### config.mk
export PLATFORM = sky130hd
export DESIGN_NAME = bt_cmd_scheduler
export DESIGN_NICKNAME = d
export VERILOG_FILES = /design/src/rtl/bt_cmd_scheduler.sv
export SDC_FILE = /design/constraint.sdc
export NUM_CORES = 1
export LEC_CHECK = 0
export CORE_ASPECT_RATIO = 1.75
export CORE_UTILIZATION = 55
export CTS_CLUSTER_DIAMETER = 50
export DETAILED_ROUTE_END_ITERATION = 16
export PLACE_DENSITY = 0.74
export SLEW_MARGIN = 20
export SYNTH_ARGS = -nofsm -noshare
export SYNTH_HDL_FRONTEND = slang
export SYNTH_SLANG_ARGS = --single-unit
### constraint.sdc
create_clock -name inclk -period 2.9 [get_ports inclk]
set_clock_uncertainty 0.15 [all_clocks]
set_input_delay 0.435 -clock inclk [delete_from_list [all_inputs] [get_ports inclk]]
set_output_delay 0.435 -clock inclk [all_outputs]
set_load 0.02 [all_outputs]
### src/rtl/bt_cmd_scheduler.sv
// rtl/bt_cmd_scheduler.sv - round-robin scheduler sharing one UART byte transmitter among three command channels
//
// Purpose: watches three 3-bit car command channels, marks a channel pending when
// its code changes (or it becomes valid, or the refresh timer wraps), and sends a
// two-byte frame per grant: channel tag ('a'+n) then the command's ASCII character.
//
// Ports:
//   inclk       system clock
//   rst_n       asynchronous active-low reset
//   req_valid   per-channel valid (bit0 sensor, bit1 ultrasonic, bit2 keys)
//   req_code    three 3-bit codes, channel n at [3n+2:3n]
//   tx_busy     byte transmitter busy
//   tx_start    one-cycle strobe to transmit tx_byte
//   tx_byte     byte to transmit
//   grant       one-hot owner of the current frame
//   frame_done  one-cycle pulse at the end of a frame's gap
module bt_cmd_scheduler #(
    parameter int unsigned GAP_CYCLES     = 1000,
    parameter int unsigned REFRESH_CYCLES = 50_000_000
) (
    input  logic       inclk,
    input  logic       rst_n,
    input  logic [2:0] req_valid,
    input  logic [8:0] req_code,
    input  logic       tx_busy,
    output logic       tx_start,
    output logic [7:0] tx_byte,
    output logic [2:0] grant,
    output logic       frame_done
);

    typedef enum logic [2:0] {
        S_IDLE, S_TAG, S_TAG_HI, S_TAG_LO, S_CMD, S_CMD_HI, S_CMD_LO, S_GAP
    } state_e;

    localparam logic [31:0] REFRESH_LAST = (REFRESH_CYCLES == 0) ? 32'd0 : 32'(REFRESH_CYCLES - 1);
    localparam logic [31:0] GAP_LAST     = 32'(GAP_CYCLES);

    state_e          state_q, state_d;
    logic [2:0]      valid_q, valid_prev_q;
    logic [2:0][2:0] code_q, last_code_q, last_code_d;
    logic [2:0]      pending_q, pending_d;
    logic [2:0]      grant_q, snap_q;
    logic [1:0]      last_grant_q, grant_idx_q;
    logic [1:0]      cand0, cand1, cand2, pick;
    logic [31:0]     gap_q, gap_d, refresh_q, refresh_d;
    logic            refresh_wrap, grant_now;

    function automatic logic [1:0] next_ch(input logic [1:0] ch);
        return (ch == 2'd2) ? 2'd0 : ch + 2'd1;
    endfunction

    function automatic logic [7:0] cmd_ascii(input logic [2:0] code);
        case (code)
            3'd0:    return 8'h30;
            3'd1:    return 8'h31;
            3'd2:    return 8'h32;
            3'd3:    return 8'h57;
            3'd4:    return 8'h53;
            3'd5:    return 8'h41;
            3'd6:    return 8'h44;
            default: return 8'h42;
        endcase
    endfunction

    // Refresh timer; a zero period leaves it parked at 0 and never wrapping.
    assign refresh_wrap = (REFRESH_CYCLES != 0) && (refresh_q == REFRESH_LAST);
    assign refresh_d    = (refresh_wrap || REFRESH_CYCLES == 0) ? 32'd0 : refresh_q + 32'd1;

    // Round-robin search order starts one past the last granted channel.
    assign cand0 = next_ch(last_grant_q);
    assign cand1 = next_ch(cand0);
    assign cand2 = next_ch(cand1);
    assign pick  = pending_q[cand0] ? cand0 : (pending_q[cand1] ? cand1 : cand2);

    // Detection works on the registered inputs, so a change sampled at one edge
    // sets pending on the next. A set is applied after the grant clear so it wins.
    always_comb begin
        pending_d   = pending_q;
        last_code_d = last_code_q;
        for (int n = 0; n < 3; n++) begin
            if (grant_now && pick == 2'(n)) begin
                pending_d[n] = 1'b0;
            end
            if (valid_q[n] && (!valid_prev_q[n] || code_q[n] != last_code_q[n] || refresh_wrap)) begin
                pending_d[n]   = 1'b1;
                last_code_d[n] = code_q[n];
            end
        end
    end

    always_comb begin
        state_d    = state_q;
        gap_d      = gap_q;
        grant_now  = 1'b0;
        tx_start   = 1'b0;
        tx_byte    = 8'h00;
        frame_done = 1'b0;
        case (state_q)
            S_IDLE: begin
                if (|pending_q && !tx_busy) begin
                    grant_now = 1'b1;
                    state_d   = S_TAG;
                end
            end
            S_TAG: begin
                tx_byte = 8'h61 + {6'd0, grant_idx_q};
                if (!tx_busy) begin
                    tx_start = 1'b1;
                    state_d  = S_TAG_HI;
                end
            end
            S_TAG_HI: if (tx_busy)  state_d = S_TAG_LO;
            S_TAG_LO: if (!tx_busy) state_d = S_CMD;
            S_CMD: begin
                tx_byte = cmd_ascii(snap_q);
                if (!tx_busy) begin
                    tx_start = 1'b1;
                    state_d  = S_CMD_HI;
                end
            end
            S_CMD_HI: if (tx_busy) state_d = S_CMD_LO;
            S_CMD_LO: begin
                if (!tx_busy) begin
                    gap_d   = 32'd0;
                    state_d = S_GAP;
                end
            end
            S_GAP: begin
                if (gap_q == GAP_LAST) begin
                    frame_done = 1'b1;
                    state_d    = S_IDLE;
                end else begin
                    gap_d = gap_q + 32'd1;
                end
            end
            default: state_d = S_IDLE;
        endcase
    end

    always_ff @(posedge inclk or negedge rst_n) begin
        if (!rst_n) begin
            state_q      <= S_IDLE;
            valid_q      <= '0;
            valid_prev_q <= '0;
            code_q       <= '0;
            last_code_q  <= '0;
            pending_q    <= '0;
            grant_q      <= '0;
            grant_idx_q  <= '0;
            snap_q       <= '0;
            last_grant_q <= 2'd2;
            gap_q        <= '0;
            refresh_q    <= '0;
        end else begin
            state_q      <= state_d;
            valid_q      <= req_valid;
            valid_prev_q <= valid_q;
            code_q       <= req_code;
            last_code_q  <= last_code_d;
            pending_q    <= pending_d;
            gap_q        <= gap_d;
            refresh_q    <= refresh_d;
            if (grant_now) begin
                grant_q      <= 3'b001 << pick;
                grant_idx_q  <= pick;
                snap_q       <= last_code_q[pick];
                last_grant_q <= pick;
            end else if (frame_done) begin
                grant_q <= '0;
            end
        end
    end

    assign grant = grant_q;

endmodule
---- Word-level counts from Yosys, hierarchy flattened ----
Cells that the tools add are included.
word-level totals
  register bits after elaboration ......... 104
  logic and storage cells ................. 129
  output and inout port bits .............. 13
cells by class
  equality and inequality tests ........... 32
  shifts and indexed selects .............. 1
  order comparisons ....................... 3
  multiplexer cells ....................... 40
  $add $sub $neg .......................... 6
  reductions and logical operators ........ 29
operators with widths
  operator                                                number
  two-way mux 32 bit                                      3
  adder 32 x 1 -> 32 bit (second input constant)          2
  one-hot mux 32 bit (2 select lines)                     1
  one-hot mux 7 bit (7 select lines)                      1
  two-way mux 3 bit                                       11
  equality test 32 x 10 -> 1 bit (second input constant)  1
  equality test 32 x 26 -> 1 bit (second input constant)  1
  one-hot mux 3 bit (8 select lines)                      1
  equality test 3 bit (second input constant)             7
  inequality test 2 bit (second input constant)           9
  one-hot mux 8 bit (2 select lines)                      1
  two-way mux 1 bit                                       14
  equality test 3 x 2 -> 1 bit (second input constant)    4
  two-way mux 2 bit                                       5
  nonzero test 2 bit                                      5
  < comparator 2 x 3 -> 1 bit (second input constant)     3
  inequality test 3 bit                                   3
  adder 7 x 2 -> 8 bit (first input constant)             1
  equality test 2 bit (second input constant)             4
  AND reduction 8 bit                                     1
  logical AND 1 bit                                       7
  adder 2 x 1 -> 2 bit (second input constant)            3
  binary-select mux 3 bit (select 2 bit)                  1
  equality test 3 x 1 -> 1 bit (second input constant)    2
  10 further kinds                                        20

---- Longest topological paths before layout ----
  depth after elaboration ................. 12
  mapped depth ............................ 10
  mapped depth without buffers ............ 8

---- Worst setup path after synthesis ----
OpenSTA, ideal clock, no wires.
  path type ............................... register to output
  start ................................... register gap_q[0]
  end ..................................... output frame_done
  path buffers ............................ 2
  required time ........................... 2,315 ps
  arrival ................................. 1,758 ps
  cell stages (with the launch flop) ...... 9
  path slack .............................. 557 ps
  cell sequence ........................... dfrtp_1 -> inv_1 -> ha_1 -> nor4bb_1 -> nand3_1 -> or4_4 -> inv_4 -> buf_8 -> buf_12
between the ends
  word-level cells in the longest chain between the ends .. 3
RTL lines
  what                            RTL line  RTL
  start: declaration              46        logic [31:0] gap_q, gap_d, refresh_q, refresh_d;
  start signal: assignment        162       gap_q <= gap_d;
  equality test 32 x 10 -> 1 bit  130       if (gap_q == GAP_LAST) begin
  two-way mux 1 bit               130
  two-way mux 1 bit               99        case (state_q)
  end: declaration                29        output logic frame_done
Every way passes these cells.

---- Worst setup path in the final report ----
  start ................................... register state_q[0]
  end ..................................... output tx_byte[1]
between the ends
  word-level cells in the longest chain between the ends .. 2
  elaborated cells between the ends (all ways) .. 3
RTL lines
  what                                                                 RTL line  RTL
  start: declaration                                                   39        state_e state_q, state_d;
  start signal: assignment                                             156       state_q <= state_d;
  equality test 3 bit or equality test 3 x 1 -> 1 bit (tied branches)  99
  one-hot mux 8 bit (2 select lines) (*)                               99
  end: declaration                                                     27        output logic [7:0] tx_byte,
Every way passes the cells marked *; elsewhere a longest branch is shown, timed or not.

==> key figures <==
Timing
  • Final period utilization: 93.49%
  • Hold Fails Final Rpt: 0
  • Worst slew pin tran: 654.5 ps
  • RSZ-0062 raised after global routing: false
  • Setup TNS: 0 ps
  • Slew Limit Fails: 0
  • Post-layout min period: 2711 ps
  • Slew headroom: 56.13%
  • Final setup margin: 188.8 ps
  • Max Clk Rate: 0.3688 GHz
  • Final setup vio count: 0

Clock network
  • CTS Buf Count: 9
  • Clk_lat worst skew: 340 ps
  • Clk root buf: clkbuf_16
  • CTS tree: built
  • Clock sinks: 103
  • Buffers from clock root to sink, at most: 2
  • CTS clk-pin slew, worst paths: 80 ps
  • H-tree level count: 3

Synth
  • Most common cell in the netlist: dfrtp_1
  • Cell taking the most area after synthesis: dfrtp_1
  • Synthesized area: 5321 µm²
  • #FFs+latches synth: 103
  • Yosys warnings: 0
  • Post-synth cell types: 70
  • Commonest cells in the netlist: dfrtp_1 (102), nand2_1 (43), nor2_1 (42)
  • Post-synth top area share: 47.97%
  • Post-synth EDFFs: 0
  • Register area share after synthesis: 48.46%
  • Mapped Avg Cell Area: 10.41 µm²
  • Post-synth top flop: dfrtp_1
  • Post-synth ARST share: 100.0%
  • Leading post-synthesis cells by cell area: dfrtp_1 (48%), xnor2_1 (6.1%), nand2_1 (3.0%), nor2_1 (3.0%), xor2_1 (2.5%)
  • Mapped Cells: 511

Floorplanning
  • Chip width: 76.36 µm
  • Die Span Y: 132.1 µm
  • Placeable Area: 9409 µm²
  • Die ar.: 10,090 µm²
  • Row cnt: 47
  • Initial Util: 56.56%
  • Io pins: 28

Status
  • Status: finished, final reports clean

GRT
  • Met2 Use GR: 42.29%
  • GRT met3 Usage: 3.253%
  • GRT overflow: 0
  • Initial antenna violation count: 0
  • Tot GR Track Use: 23.44%
  • Pin count of the biggest net entering global routing: 58
  • Met1 Use GR: 26.76%
  • Busiest layer in global routing: met2
  • Vias in the first global route: 4,034
  • First-pass GRT wire length: 18,810 µm

Setup path
  • CP Buf/Inv Count: 2
  • Worst EP required: 2320 ps
  • Reg2reg setup slack: 300 ps
  • Crit path max fanout: 6
  • R2R depth: 7
  • Arrival @ worst endpoint: 2130 ps
  • Reg2reg start: state_q[0]$_DFFE_PN0P_
  • Crit path cell chain: inv_1, ha_1, nand2_1, o21ai_0, clkdlybuf4s50_1
  • Top delay family on crit path: buffers and inverters
  • RR Endpoint: gap_q[28]$_DFFE_PN0P_
  • Max incr delay on CP: 620 ps
  • CP Launch Type: register
  • Critical path type: reg2out
  • Slowest library cell on the worst path: clkdlybuf4s50_1
  • Worst setup EP type: primary output

Finish
  • Reg area: 2579 µm²
  • Layout Cells excl Fill: 666
  • ANT cells: 0
  • Filler cells: 774
  • Area growth, synth to finish: 12.44%
  • Layout net count: 562
  • Layout cells sized above 1: 14.34%
  • Multi-input gate area: 2552 µm²

Pwr
  • Power Dens Cells: 664.2 nW/µm²
  • P_leak: 2.585 nW
  • Power, Total: 0.003974 W
  • Worst VDD drop: 0.4613 mV

Place
  • Dpl hpwl: 7780 µm
  • Placed insts: 649
  • IO buf count: 25
  • Pre-CTS setup slack: 114.9 ps
  • GPL Wtd Cong: 0.8235

Drt
  • Avg WL per Cell: 16.63 µm
  • DRC: 0
  • Initial drt markers: 215
  • Final wirelength: 11,080 µm
  • DR vias: 3,962
  • Number of nets with antenna violations after routing: 0
  • Detailed Routing Iterations Pass 1: 4
  • Vias/cell: 5.949

Hold path
  • Hold Crit Start: valid_q[1]$_DFF_PN0_
  • Hold path cells: 0
  • Hold Path Sink: valid_prev_q[1]$_DFF_PN0_
  • HP Class: reg2reg

Job
  • Max-capacitance violation count: 0
## layer usage
metal  part of all wire (%)  vias up
met1                     40     1956
met3                    2.4       23
met2                     55       78
met5                      0        -
li1                       -     1905
met4                    2.7        0
## worst register-to-register path: cells and delay by family, from the launching register on
| kind | cells | cell delay [ps] |
|---|---|---|
| buffers and inverters | 1 | 100 |
| DFF | 1 | 410 |
| adders and majority gates | 1 | 320 |
| and+or+nand+nor | 2 | 830 |
| AOI/OAI and AO/OA | 3 | 680 |
## worst max path at each step
stage / from / to / slack (ps) / depth (start not counted)
4_1_cts: gap_q[0]$_DFFE_PN0P_ / frame_done / 9 / 7
5_1_grt: state_q[0]$_DFFE_PN0P_ / tx_byte[1] / 20 / 5
2_1_floorplan: gap_q[0]$_DFFE_PN0P_ / frame_done / 560 / 8
6_report: state_q[0]$_DFFE_PN0P_ / tx_byte[1] / 190 / 5
3_5_place_dp: gap_q[0]$_DFFE_PN0P_ / frame_done / 110 / 7
3_3_place_gp: gap_q[0]$_DFFE_PN0P_ / frame_done / 130 / 7
## stage by stage
step	cell area (µm²)	util [%]	hold WS [ps]
after detailed placement	5654	60.09	313.2
after floorplan	5325	-	-10.59
after global routing	5983	63.59	351.7
after global placement	5654	60.09	309.6
after CTS	5976	63.51	332.7
final	5983	63.59	337.1
## logic make-up (layout without fill, tap and decap cells)
| family | count (synthesis) | in the layout | share of synthesized area [%] |
|---|---|---|---|
| flip-flops | 103 | 103 | 48.46 |
| buffers and inverters | 31 | 63 | 3.809 |
| AND/OR/NAND/NOR | 217 | 217 | 23.11 |
| AO/OA/AOI/OAI | 83 | 83 | 10.84 |
| adder cells (fa/ha/maj) | 8 | 8 | 1.881 |
| multiplexers | 16 | 16 | 3.268 |
| XOR/XNOR | 52 | 52 | 8.559 |
| other | 1 | 2 | 0.07047 |
## flip-flops by register name, summed over array words and instances, names as in the netlist, 9 cells and up
name	count
code_q	9
gap_q	32
last_code_q	9
refresh_q	32
## report_power, final
group / internal (W) / total (W) / switching [W]
combinational: 0.000471 / 0.00101 / 0.000544
clock: 0.000691 / 0.00125 / 0.000564
sequential: 0.00156 / 0.00171 / 0.000143
total: 0.00272 / 0.00397 / 0.00125
## final cells by class
type,count,area share (%)
Inverter,11,0.7319
Multi-Input combinational cell,378,42.66
Clock buffer,9,3.764
Tap cell,122,2.551
Timing Repair Buffer,36,5.730
Sequential cell,103,43.10
Clock inverter,7,1.464
## placed cells by master, fill, tap and decap left out, drive strengths merged, types with 11 or more instances in the layout
master	synthesis	routed
a21oi	25	25
and3	14	14
buf	12	11
clkdlybuf4s50	0	22
dfrtp	102	102
inv	11	15
mux2	11	11
nand2	43	43
nand3	24	24
nand4	17	17
nor2	43	43
nor4	14	14
o21ai	17	17
o31ai	13	13
or4	12	12
xnor2	37	37
xor2	15	15
## repair_timing
| action | 4_1_cts | 5_1_grt |
|---|---|---|
| endpoints found under the hold margin | 46 | 0 |
| setup endpoints to repair | 1 | 3 |
| hold buffers | 1 | 0 |
| buffers inserted | 0 | 0 |
| resized for setup | 1 | 5 |
No activity file was read; power rests on OpenSTA's default activity.
